File: src/rtl/adc_pkg.sv
// adc_pkg: lane modes, register command words, FSM state type and
// helpers shared by the ADC capture controller and its SPI engine.
package adc_pkg;

    localparam logic [1:0] LaneModeOne  = 2'b00;
    localparam logic [1:0] LaneModeTwo  = 2'b01;
    localparam logic [1:0] LaneModeFour = 2'b10;

    localparam logic [14:0] ExitReg = 15'h0014;
    localparam logic [14:0] ModeReg = 15'h0020;

    localparam logic [23:0] CmdEnter = 24'hA00000;
    localparam logic [23:0] CmdExit  = {1'b0, ExitReg, 8'h01};

    localparam logic [5:0] CfgPulses = 6'd24;

    typedef enum logic [2:0] {
        IDLE,
        CNV_PULSE,
        WAIT_BUSY,
        RD_XFER,
        OUT,
        CFG_XFER,
        CSN_WAIT
    } state_t;

    function automatic logic [23:0] mode_cmd(input logic [1:0] md);
        return {1'b0, ModeReg, md, 6'b0};
    endfunction

    // Register-access sequence: 0 enter, 1 mode write, 2 exit.
    function automatic logic [23:0] cfg_cmd(input logic [1:0] idx,
                                            input logic [1:0] md);
        case (idx)
            2'd0:    return CmdEnter;
            2'd1:    return mode_cmd(md);
            default: return CmdExit;
        endcase
    endfunction

    function automatic logic [5:0] sck_pulses(input logic [1:0] md);
        case (md)
            LaneModeTwo:  return 6'd16;
            LaneModeFour: return 6'd8;
            default:      return 6'd32;
        endcase
    endfunction

endpackage

File: src/rtl/adc_capture_ctrl_spi_engine.sv
// adc_spi_engine: csn/sck timing for one SPI transaction of a given pulse
// count; shifts sdi out MSB first and strobes sample as sck rises.
module adc_spi_engine #(
    parameter int SCK_DIV = 2
) (
    input  logic        clk,
    input  logic        reset,
    input  logic        go,
    input  logic [5:0]  pulses,
    input  logic [23:0] tx_word,
    output logic        sck,
    output logic        csn,
    output logic        sdi,
    output logic        sample,
    output logic        done
);

    logic        active;
    logic        tail;
    logic [15:0] div_cnt;
    logic [5:0]  pulse_cnt;
    logic [5:0]  pulse_num;
    logic [23:0] shreg;
    logic        phase_end;

    assign phase_end = active && !tail && (div_cnt == 16'(SCK_DIV - 1));
    assign sample    = phase_end && !sck;

    always_ff @(posedge clk) begin
        if (reset) begin
            active    <= 1'b0;
            tail      <= 1'b0;
            div_cnt   <= '0;
            pulse_cnt <= '0;
            pulse_num <= '0;
            shreg     <= '0;
            sck       <= 1'b0;
            csn       <= 1'b1;
            sdi       <= 1'b0;
            done      <= 1'b0;
        end else begin
            done <= 1'b0;
            if (go && !active) begin
                active    <= 1'b1;
                tail      <= 1'b0;
                csn       <= 1'b0;
                sck       <= 1'b0;
                div_cnt   <= '0;
                pulse_cnt <= '0;
                pulse_num <= pulses;
                sdi       <= tx_word[23];
                shreg     <= {tx_word[22:0], 1'b0};
            end else if (tail) begin
                // sck already low for a cycle; close the frame
                active <= 1'b0;
                tail   <= 1'b0;
                csn    <= 1'b1;
                sdi    <= 1'b0;
                done   <= 1'b1;
            end else if (phase_end) begin
                div_cnt <= '0;
                sck     <= !sck;
                if (sck) begin
                    pulse_cnt <= pulse_cnt + 6'd1;
                    if (pulse_cnt == pulse_num - 6'd1) begin
                        tail <= 1'b1;
                    end else begin
                        sdi   <= shreg[23];
                        shreg <= {shreg[22:0], 1'b0};
                    end
                end
            end else if (active) begin
                div_cnt <= div_cnt + 16'd1;
            end
        end
    end

endmodule

File: src/rtl/adc_capture_ctrl.sv
// adc_capture_ctrl: conversion/readback and lane-mode config master for the
// multi-lane SAR ADC. Define ADC_BUSY_TIMEOUT_EN to enable the busy timeout.
module adc_capture_ctrl
    import adc_pkg::*;
#(
    parameter int SCK_DIV      = 2,
    parameter int CNV_HIGH     = 4,
    parameter int CSN_GAP      = 4,
    parameter int BUSY_TIMEOUT = 1024
) (
    input  logic        clk,
    input  logic        reset,
    input  logic        start,
    input  logic        cfg_req,
    input  logic [1:0]  cfg_lane_md,
    output logic        idle,
    output logic [1:0]  lane_md,
    output logic        cnv,
    input  logic        busy,
    output logic        sck,
    output logic        csn,
    output logic        sdi,
    input  logic [3:0]  sdo,
    output logic [31:0] m_data,
    output logic        m_valid,
    input  logic        m_ready,
    output logic        timeout
);

    state_t      state;
    state_t      state_n;
    logic [15:0] cnt;
    logic        cnt_clr;
    logic        busy_m;
    logic        busy_s;
    logic        seen_high;
    logic [31:0] sr;
    logic [31:0] sr_shift;
    logic [31:0] m_data_r;
    logic [1:0]  lane_md_r;
    logic [1:0]  md_lat;
    logic [1:0]  cfg_idx;
    logic        cfg_active;
    logic        go;
    logic [5:0]  pulses;
    logic [23:0] tx_word;
    logic        sample;
    logic        done;
    logic        cap;
    logic        load_cfg;
    logic        cfg_step;
    logic        cfg_end;
`ifdef ADC_BUSY_TIMEOUT_EN
    logic        to_set;
    logic        timeout_r;
`endif

    adc_spi_engine #(
        .SCK_DIV(SCK_DIV)
    ) u_spi (
        .clk     (clk),
        .reset   (reset),
        .go      (go),
        .pulses  (pulses),
        .tx_word (tx_word),
        .sck     (sck),
        .csn     (csn),
        .sdi     (sdi),
        .sample  (sample),
        .done    (done)
    );

    always_ff @(posedge clk) begin
        if (reset) state <= IDLE;
        else       state <= state_n;
    end

    always_comb begin
        state_n  = state;
        go       = 1'b0;
        tx_word  = '0;
        pulses   = sck_pulses(lane_md_r);
        cnt_clr  = 1'b0;
        cap      = 1'b0;
        load_cfg = 1'b0;
        cfg_step = 1'b0;
        cfg_end  = 1'b0;
        idle     = 1'b0;
        cnv      = 1'b0;
        m_valid  = 1'b0;
`ifdef ADC_BUSY_TIMEOUT_EN
        to_set   = 1'b0;
`endif
        unique case (state)
            IDLE: begin
                idle = 1'b1;
                // configuration wins over a simultaneous start
                if (cfg_req) begin
                    state_n  = CFG_XFER;
                    go       = 1'b1;
                    tx_word  = CmdEnter;
                    pulses   = CfgPulses;
                    load_cfg = 1'b1;
                end else if (start) begin
                    state_n = CNV_PULSE;
                    cnt_clr = 1'b1;
                end
            end
            CNV_PULSE: begin
                cnv = 1'b1;
                if (cnt == 16'(CNV_HIGH - 1)) begin
                    state_n = WAIT_BUSY;
                    cnt_clr = 1'b1;
                end
            end
            WAIT_BUSY: begin
                if (seen_high && !busy_s) begin
                    state_n = RD_XFER;
                    go      = 1'b1;
                end
`ifdef ADC_BUSY_TIMEOUT_EN
                else if (cnt == 16'(BUSY_TIMEOUT - 1)) begin
                    state_n = CSN_WAIT;
                    cnt_clr = 1'b1;
                    to_set  = 1'b1;
                end
`endif
            end
            RD_XFER: begin
                if (done) begin
                    state_n = OUT;
                    cap     = 1'b1;
                end
            end
            OUT: begin
                m_valid = 1'b1;
                if (m_ready) begin
                    state_n = CSN_WAIT;
                    cnt_clr = 1'b1;
                end
            end
            CFG_XFER: begin
                if (done) begin
                    state_n = CSN_WAIT;
                    cnt_clr = 1'b1;
                end
            end
            CSN_WAIT: begin
                if (cnt == 16'(CSN_GAP - 1)) begin
                    if (!cfg_active) begin
                        state_n = IDLE;
                    end else if (cfg_idx == 2'd2) begin
                        state_n = IDLE;
                        cfg_end = 1'b1;
                    end else begin
                        state_n  = CFG_XFER;
                        go       = 1'b1;
                        pulses   = CfgPulses;
                        tx_word  = cfg_cmd(2'(cfg_idx + 2'd1), md_lat);
                        cfg_step = 1'b1;
                    end
                end
            end
            default: state_n = IDLE;
        endcase
    end

    // sdo[0] carries the most significant bit of each lane group
    always_comb begin
        sr_shift = {sr[30:0], sdo[0]};
        unique case (lane_md_r)
            LaneModeTwo:  sr_shift = {sr[29:0], sdo[0], sdo[1]};
            LaneModeFour: sr_shift = {sr[27:0], sdo[0], sdo[1], sdo[2], sdo[3]};
            default:      sr_shift = {sr[30:0], sdo[0]};
        endcase
    end

    always_ff @(posedge clk) begin
        if (reset) begin
            cnt        <= '0;
            busy_m     <= 1'b0;
            busy_s     <= 1'b0;
            seen_high  <= 1'b0;
            sr         <= '0;
            m_data_r   <= '0;
            lane_md_r  <= LaneModeOne;
            md_lat     <= LaneModeOne;
            cfg_idx    <= '0;
            cfg_active <= 1'b0;
        end else begin
            busy_m <= busy;
            busy_s <= busy_m;
            cnt    <= cnt_clr ? '0 : cnt + 16'd1;

            if (state == IDLE)
                seen_high <= 1'b0;
            else if (busy_s && (state == CNV_PULSE || state == WAIT_BUSY))
                seen_high <= 1'b1;

            if (go)
                sr <= '0;
            else if (sample && state == RD_XFER)
                sr <= sr_shift;

            if (cap) m_data_r <= sr;

            if (load_cfg) begin
                md_lat     <= (cfg_lane_md == 2'b11) ? LaneModeOne : cfg_lane_md;
                cfg_idx    <= '0;
                cfg_active <= 1'b1;
            end else if (cfg_step) begin
                cfg_idx <= cfg_idx + 2'd1;
            end

            if (cfg_end) begin
                lane_md_r  <= md_lat;
                cfg_active <= 1'b0;
            end
        end
    end

    assign m_data  = m_data_r;
    assign lane_md = lane_md_r;

`ifdef ADC_BUSY_TIMEOUT_EN
    always_ff @(posedge clk) begin
        if (reset)       timeout_r <= 1'b0;
        else if (to_set) timeout_r <= 1'b1;
    end
    assign timeout = timeout_r;
`else
    logic unused_busy_timeout;
    assign unused_busy_timeout = (BUSY_TIMEOUT != 0);
    assign timeout = 1'b0;
`endif

endmodule

File: config.mk
export PLATFORM = sky130hd
export DESIGN_NAME = adc_capture_ctrl
export DESIGN_NICKNAME = d
export VERILOG_FILES = /design/src/rtl/adc_pkg.sv /design/src/rtl/adc_capture_ctrl_spi_engine.sv /design/src/rtl/adc_capture_ctrl.sv
export SDC_FILE = /design/constraint.sdc
export NUM_CORES = 1
export LEC_CHECK = 0
export BUFFER_PORTS_ARGS = -buffer_cell sky130_fd_sc_hd__buf_4
export CORE_ASPECT_RATIO = 1.75
export CORE_MARGIN = 1
export CORE_UTILIZATION = 50
export CTS_BUF_LIST = sky130_fd_sc_hd__clkbuf_16
export DETAILED_ROUTE_END_ITERATION = 16
export PLACE_DENSITY = 0.74
export SETUP_SLACK_MARGIN = 0.4
export SYNTH_ARGS = -nofsm -noshare
export SYNTH_HDL_FRONTEND = slang
export SYNTH_SLANG_ARGS = --single-unit
File: constraint.sdc
create_clock -name clk -period 3.5 [get_ports clk]
set_input_delay 0.175 -clock clk [delete_from_list [all_inputs] [get_ports clk]]
set_output_delay 0.175 -clock clk [all_outputs]
set_load 0.005 [all_outputs]
Word-level counts from Yosys, hierarchy flattened:

Cells that the tools add are included.

* register bits after elaboration: 150
* latch bits: 0
* memory bits (writable): 0
* ROM bits: 0
* input port bits: 12
* memories kept: 0

* $add $sub $neg: 5
* $mul: 0
* div/mod/pow operators: 0
* order comparisons: 0
* eq/ne operators: 24
* shift operators: 0
* multiplexer cells: 65
* bitwise operators: 3
* reduce and logical (&&, ||, !) cells: 33

Operators with widths (count)
* 2-to-1 mux 24 bit: 9
* one-hot mux 24 bit (2 select lines): 2
* one-hot mux 32 bit (2 select lines): 1
* adder 16 x 1 -> 16 bit, second input constant: 2
* 2-to-1 mux 16 bit: 2
* 2-to-1 mux 1 bit: 31
* 2-to-1 mux 3 bit: 10
* 2-to-1 mux 6 bit: 4
* one-hot mux 6 bit (2 select lines): 2
* one-hot mux 3 bit (7 select lines): 1
* equality test 16 x 1 -> 1 bit, second input constant: 1
* equality test 16 x 2 -> 1 bit, second input constant: 1
* OR reduction 2 bit: 6
* inequality test 2 bit, second input constant: 5
* equality test 3 bit, second input constant: 3
* nonzero test 2 bit: 4
* logical AND 1 bit: 7
* AND reduction 7 bit: 1
* adder 6 x 1 -> 6 bit, second input constant: 1
* equality test 2 bit, second input constant: 3
* equality test 3 x 2 -> 1 bit, second input constant: 2
* equality test 6 bit: 1
* inequality test 2 x 1 -> 1 bit, second input constant: 3
* AND reduction 3 bit: 2
* 18 further kinds: 26

Longest topological paths before layout:

* depth in word-level cells: 8
* mapped depth: 9
* gate-level depth less buffers: 7

Modules after synthesis:

Synthesis repeated with hierarchy kept, for this count alone.

* cell total of the unflattened synthesis: 951
* area total of the unflattened synthesis: 7459.7 µm²

By module, submodules not included
* adc_capture_ctrl: instances 1, cells each 574, area an instance 4388.0 µm², sequential area each 1861.8 µm²
* adc_spi_engine: instances 1, cells each 377, area an instance 3071.7 µm², sequential area each 1141.1 µm²

Worst setup path after synthesis:

OpenSTA, ideal clock, no wires.

* path kind: register to register
* start: register cnt[0]
* end: register u_spi.div_cnt[9]
* setup time: 0.065 ns
* arrival: 1.790 ns
* data required time: 3.435 ns
* setup slack: 1.646 ns
* cell stages (with the launch flop): 10
* buffers on the path: 3
* period minus slack after synthesis: 1.854 ns
* cells stage by stage: dfxtp_1 -> ha_1 -> nor3b_1 -> and4_1 -> buf_4 -> a211o_1 -> or2_1 -> buf_2 -> buf_6 -> nor2_1

* cells in the longest elaborated chain, start to end: 5

Ends and longest elaborated chain
* start, declared: RTL line adc_capture_ctrl.sv:32 `logic [15:0] cnt;`
* start signal, assigned: RTL line adc_capture_ctrl.sv:193 `cnt <= cnt_clr ? '0 : cnt + 16'd1;`
* equality test 16 x 2 -> 1 bit: RTL line adc_capture_ctrl.sv:149 `if (cnt == 16'(CSN_GAP - 1)) begin`
* 2-to-1 mux 1 bit: RTL line adc_capture_ctrl.sv:149
* one-hot mux 1 bit (3 select lines): RTL line adc_capture_ctrl.sv:94 `unique case (state)`
* logical AND 1 bit: RTL line adc_capture_ctrl_spi_engine.sv:43 `if (go && !active) begin`
* OR reduction 2 bit (no source line)
* end signal, assigned: RTL line adc_capture_ctrl_spi_engine.sv:73 `div_cnt <= div_cnt + 16'd1;`
* end, declared: RTL line adc_capture_ctrl_spi_engine.sv:20 `logic [15:0] div_cnt;`

Every way passes these cells.
A chain may end at the register's enable or synchronous reset.

Worst setup path in the final report:

* start: register state[1]
* end: register u_spi.div_cnt[7]

* cells in the longest elaborated chain, start to end: 4

Ends and longest elaborated chain
* start, declared: RTL line adc_capture_ctrl.sv:30 `state_t state;`
* start signal, assigned: RTL line adc_capture_ctrl.sv:75 `else state <= state_n;`
* equality test 3 bit (tied with other cells): RTL line adc_capture_ctrl.sv:94
* one-hot mux 1 bit (3 select lines) *: RTL line adc_capture_ctrl.sv:94
* logical AND 1 bit *: RTL line adc_capture_ctrl_spi_engine.sv:43
* OR reduction 2 bit (no source line) *

Every way passes the cells marked *; elsewhere a longest branch is shown, timed or not.

==> metrics.csv <==
metric,value,unit
timing.hold.worst.start,cfg_lane_md[0],
place.detailed.instances,1009,
worst_skew_pair_latency,420,ps
post-route-period-util,73.3,%
clock_sink_count,147,
io_buffer_count,51,
r2r.worst_path.cells,6,
area_growth_syn_to_layout,14.2,%
floorplan.initialDensity,51.1,%
cell_internal_power,3000,µW
die_h,157,µm
ys_seq_area_share,43.0,%
detail_route.drc_violations,0,
grt_overflow_total,0,
yosysWarningCount,0,
clk_root_buffer_cell,clkbuf_16,
max_slew.worst_pin.slew,1020,ps
power_frac_clock,41.1,%
critical-path-top-delay-family,simple AND/OR/NAND/NOR gates,
avgSynthCellArea,8.26,µm²
core.rowCount,56,
post_synth_instance_area,0.00684,mm²
stdcell_count,1041,
synth.ff_latch_count,147,
core,0.0134,mm²
synth.lib_cells_used.distinct,59,
drv_cap,0,
grt_setup_unrepaired,no,
gp_congestion,0.827,
detail_route.iter0.violations,426,
grt_pass1_wl,26.1,mm
postSynthCellCount,829,
numCtsBuffers,17,
clock-skew-final,7.02,ps
drv_slew,0,
vias_per_cell,5.50,
io_pins,53,
htreeDepth,4,
first_global_vias,5498,
post_drt_wl_per_cell,14.8,µm
dr_total_vias,5723,
cp-start-kind,register,
fin_worst_hold_slack,66.2,ps
max_slew_margin,32.1,%
critPathKind,reg2reg,
ir_drop,0.000394,V
cts.path.max_buffers,2,
grt_max_degree,66,
clkSlewWorstSetupHoldPaths,60,ps
p_leak,0.00262,µW
worstPathRequired,3780,ps
finish.net_count,878,
antenna_cells,0,
yosys_most_used_dff,dfxtp_1,
switchingPower,1150,µW
crit-reg2reg-capture,u_spi.div_cnt[7]$_SDFFE_PP0P_,
reg2reg_setup_slack,930,ps
tritoncts,done,
critical_path.max_fanout,23,
design.die.area,0.0142,mm²
timing_hold_violations_final,0,
worst-endpoint-arrival,2850,ps
switching_share,27.8,%
synth_enable_flop_cells,0,
async_reset_ff_share,0,%
period_minus_slack,2570,ps
antenna_found_initial,0,
crit_buf_inv,1,
postRouteAntennaNets,0,
cts_hold_repair.buffers,1,
crit-reg2reg-launch,state[1]$_SDFFE_PP0P_,
hold_path_class,in2reg,
share_of_final_layout_standard_cells_stronger_than_drive_strength_1,12.2,%
crit_slowest_cell,dfxtp_1,
timing.fmax,390,MHz
slowest_delay,770,ps
setup_viol_count_final,0,
grt_usage,22.5,%
worst_path_cell_trace,"nand3b_1, nor3_1, a211o_1, buf_4, or2_1, nor2_1",
power_density,531,mW/mm²
fill_cells,1199,
endpoint_kind,register,
seq_power_share,44.8,%
synth_fp_nets,852,
power_frac_comb,14.0,%
hpwl,10.2,mm
hold_path_depth,4,
dp_slack,959,ps
worst_slack,933,ps
die-width,90.4,µm
post_cts_buffers,0,
post_cts_resized,0,
timing.hold.worst_endpoint,md_lat[1]$_SDFFE_PP0P_,
setup_total_negative_slack,0,ps
drt_pre_antenna_iters,5,
finalWirelength,15.4,mm
run_status,finished clean,
through the flow:
stage                     util (%)  total power (µW)  area, µm²
after floorplan                  -              2310       6840
after global placement        54.2              2460       7260
after detailed placement      54.2              2470       7260
after CTS                     58.4              4160       7810
after global routing          58.4              4320       7810
final                         58.4              4150       7810
cells by family after synthesis:
family	count (synthesis)	share of synthesized area, %
AO/OA/AOI/OAI	160	14.0
XOR/XNOR	38	5.06
AND/OR/NAND/NOR	365	26.0
multiplexers	35	5.12
buffers and inverters	72	4.75
adder cells (fa/ha/maj)	11	2.01
other	1	0.0548
flip-flops	147	43.0
layout by cell type, fill, tap and decap left out, types with 6 or more instances in the layout:
master	n
a21oi_1	66
a22oi_1	32
and3_1	8
buf_4	59
clkbuf_16	17
dfxtp_1	147
ha_1	11
inv_1	19
mux2i_1	35
nand2_1	149
nand2b_1	7
nand3_1	26
nand4_1	14
nor2_1	89
nor3_1	19
nor4_1	6
o21ai_0	38
xnor2_1	24
xor2_1	13
worst max-delay path by stage:
stage / start / end / slack [ps] / depth (start not counted)
after floorplan: cnt[0]$_SDFF_PP0_ / u_spi.div_cnt[9]$_SDFFE_PP0P_ / 1650 / 9
after global placement: state[1]$_SDFFE_PP0P_ / u_spi.div_cnt[8]$_SDFFE_PP0P_ / 1040 / 6
after detailed placement: state[1]$_SDFFE_PP0P_ / u_spi.div_cnt[13]$_SDFFE_PP0P_ / 960 / 6
after CTS: state[1]$_SDFFE_PP0P_ / u_spi.div_cnt[7]$_SDFFE_PP0P_ / 940 / 6
after global routing: state[1]$_SDFFE_PP0P_ / u_spi.div_cnt[7]$_SDFFE_PP0P_ / 720 / 6
final: state[1]$_SDFFE_PP0P_ / u_spi.div_cnt[7]$_SDFFE_PP0P_ / 930 / 6
layer usage:
| layer | global-route usage (%) | part of all wire, % | vias up |
|---|---|---|---|
| met4 | 9.68 | 2.3 | 0 |
| li1 | - | - | 2899 |
| met2 | 40.9 | 54 | 85 |
| met3 | 3.94 | 2.2 | 26 |
| met5 | 0 | 0 | - |
| met1 | 25.8 | 42 | 2713 |
power by group through the flow:
stage / combinational [µW] / sequential (µW) / clock [µW]
2_1_floorplan: 481 / 1820 / 0
3_3_place_gp: 567 / 1890 / 0
3_5_place_dp: 576 / 1890 / 0
4_1_cts: 583 / 1850 / 1730
5_1_grt: 646 / 1870 / 1800
6_report: 582 / 1860 / 1710
state kept, by name, indices dropped and copies added (netlist names):
| name | count |
|---|---|
| busy_m | 1 |
| busy_s | 1 |
| cfg_active | 1 |
| cfg_idx | 2 |
| cnt | 16 |
| lane_md | 2 |
| m_data | 32 |
| md_lat | 2 |
| seen_high | 1 |
| sr | 32 |
| state | 3 |
| u_spi.active | 1 |
| u_spi.csn | 1 |
| u_spi.div_cnt | 16 |
| u_spi.done | 1 |
| u_spi.pulse_cnt | 6 |
| u_spi.pulse_num | 3 |
| u_spi.sck | 1 |
| u_spi.sdi | 1 |
| u_spi.shreg | 23 |
| u_spi.tail | 1 |
cell type report:
type,instances,area [µm²],share of cell area [%]
clock buffer,17,425,5.44
clock inverter,14,123,1.57
inverter,19,71.3,0.913
multi-input combinational,610,3580,45.8
sequential,147,2940,37.7
tap,174,218,2.79
timing repair buffer,60,453,5.80
cell usage after synthesis (all sizes together), types with 8 or more instances:
| cell | number | area [µm²] |
|---|---|---|
| clkbuf | 31 | 116 |
| nor2 | 89 | 334 |
| nand4 | 15 | 109 |
| nand2 | 149 | 559 |
| a22oi | 32 | 240 |
| mux2i | 35 | 350 |
| nand3 | 28 | 150 |
| o21ai | 38 | 190 |
| nor4 | 12 | 130 |
| inv | 18 | 67.6 |
| nor3 | 23 | 136 |
| and3 | 8 | 50.1 |
| dfxtp | 147 | 2940 |
| ha | 11 | 138 |
| xor2 | 13 | 114 |
| a21oi | 67 | 339 |
| buf | 22 | 138 |
| xnor2 | 24 | 210 |
worst min-delay path, delay by kind of cell:
family	cells	cell delay, ps
AO/OA/AOI/OAI	1	100
buffers and inverters	1	80
AND/OR/NAND/NOR	2	80
(Power assumes the default switching activity.)
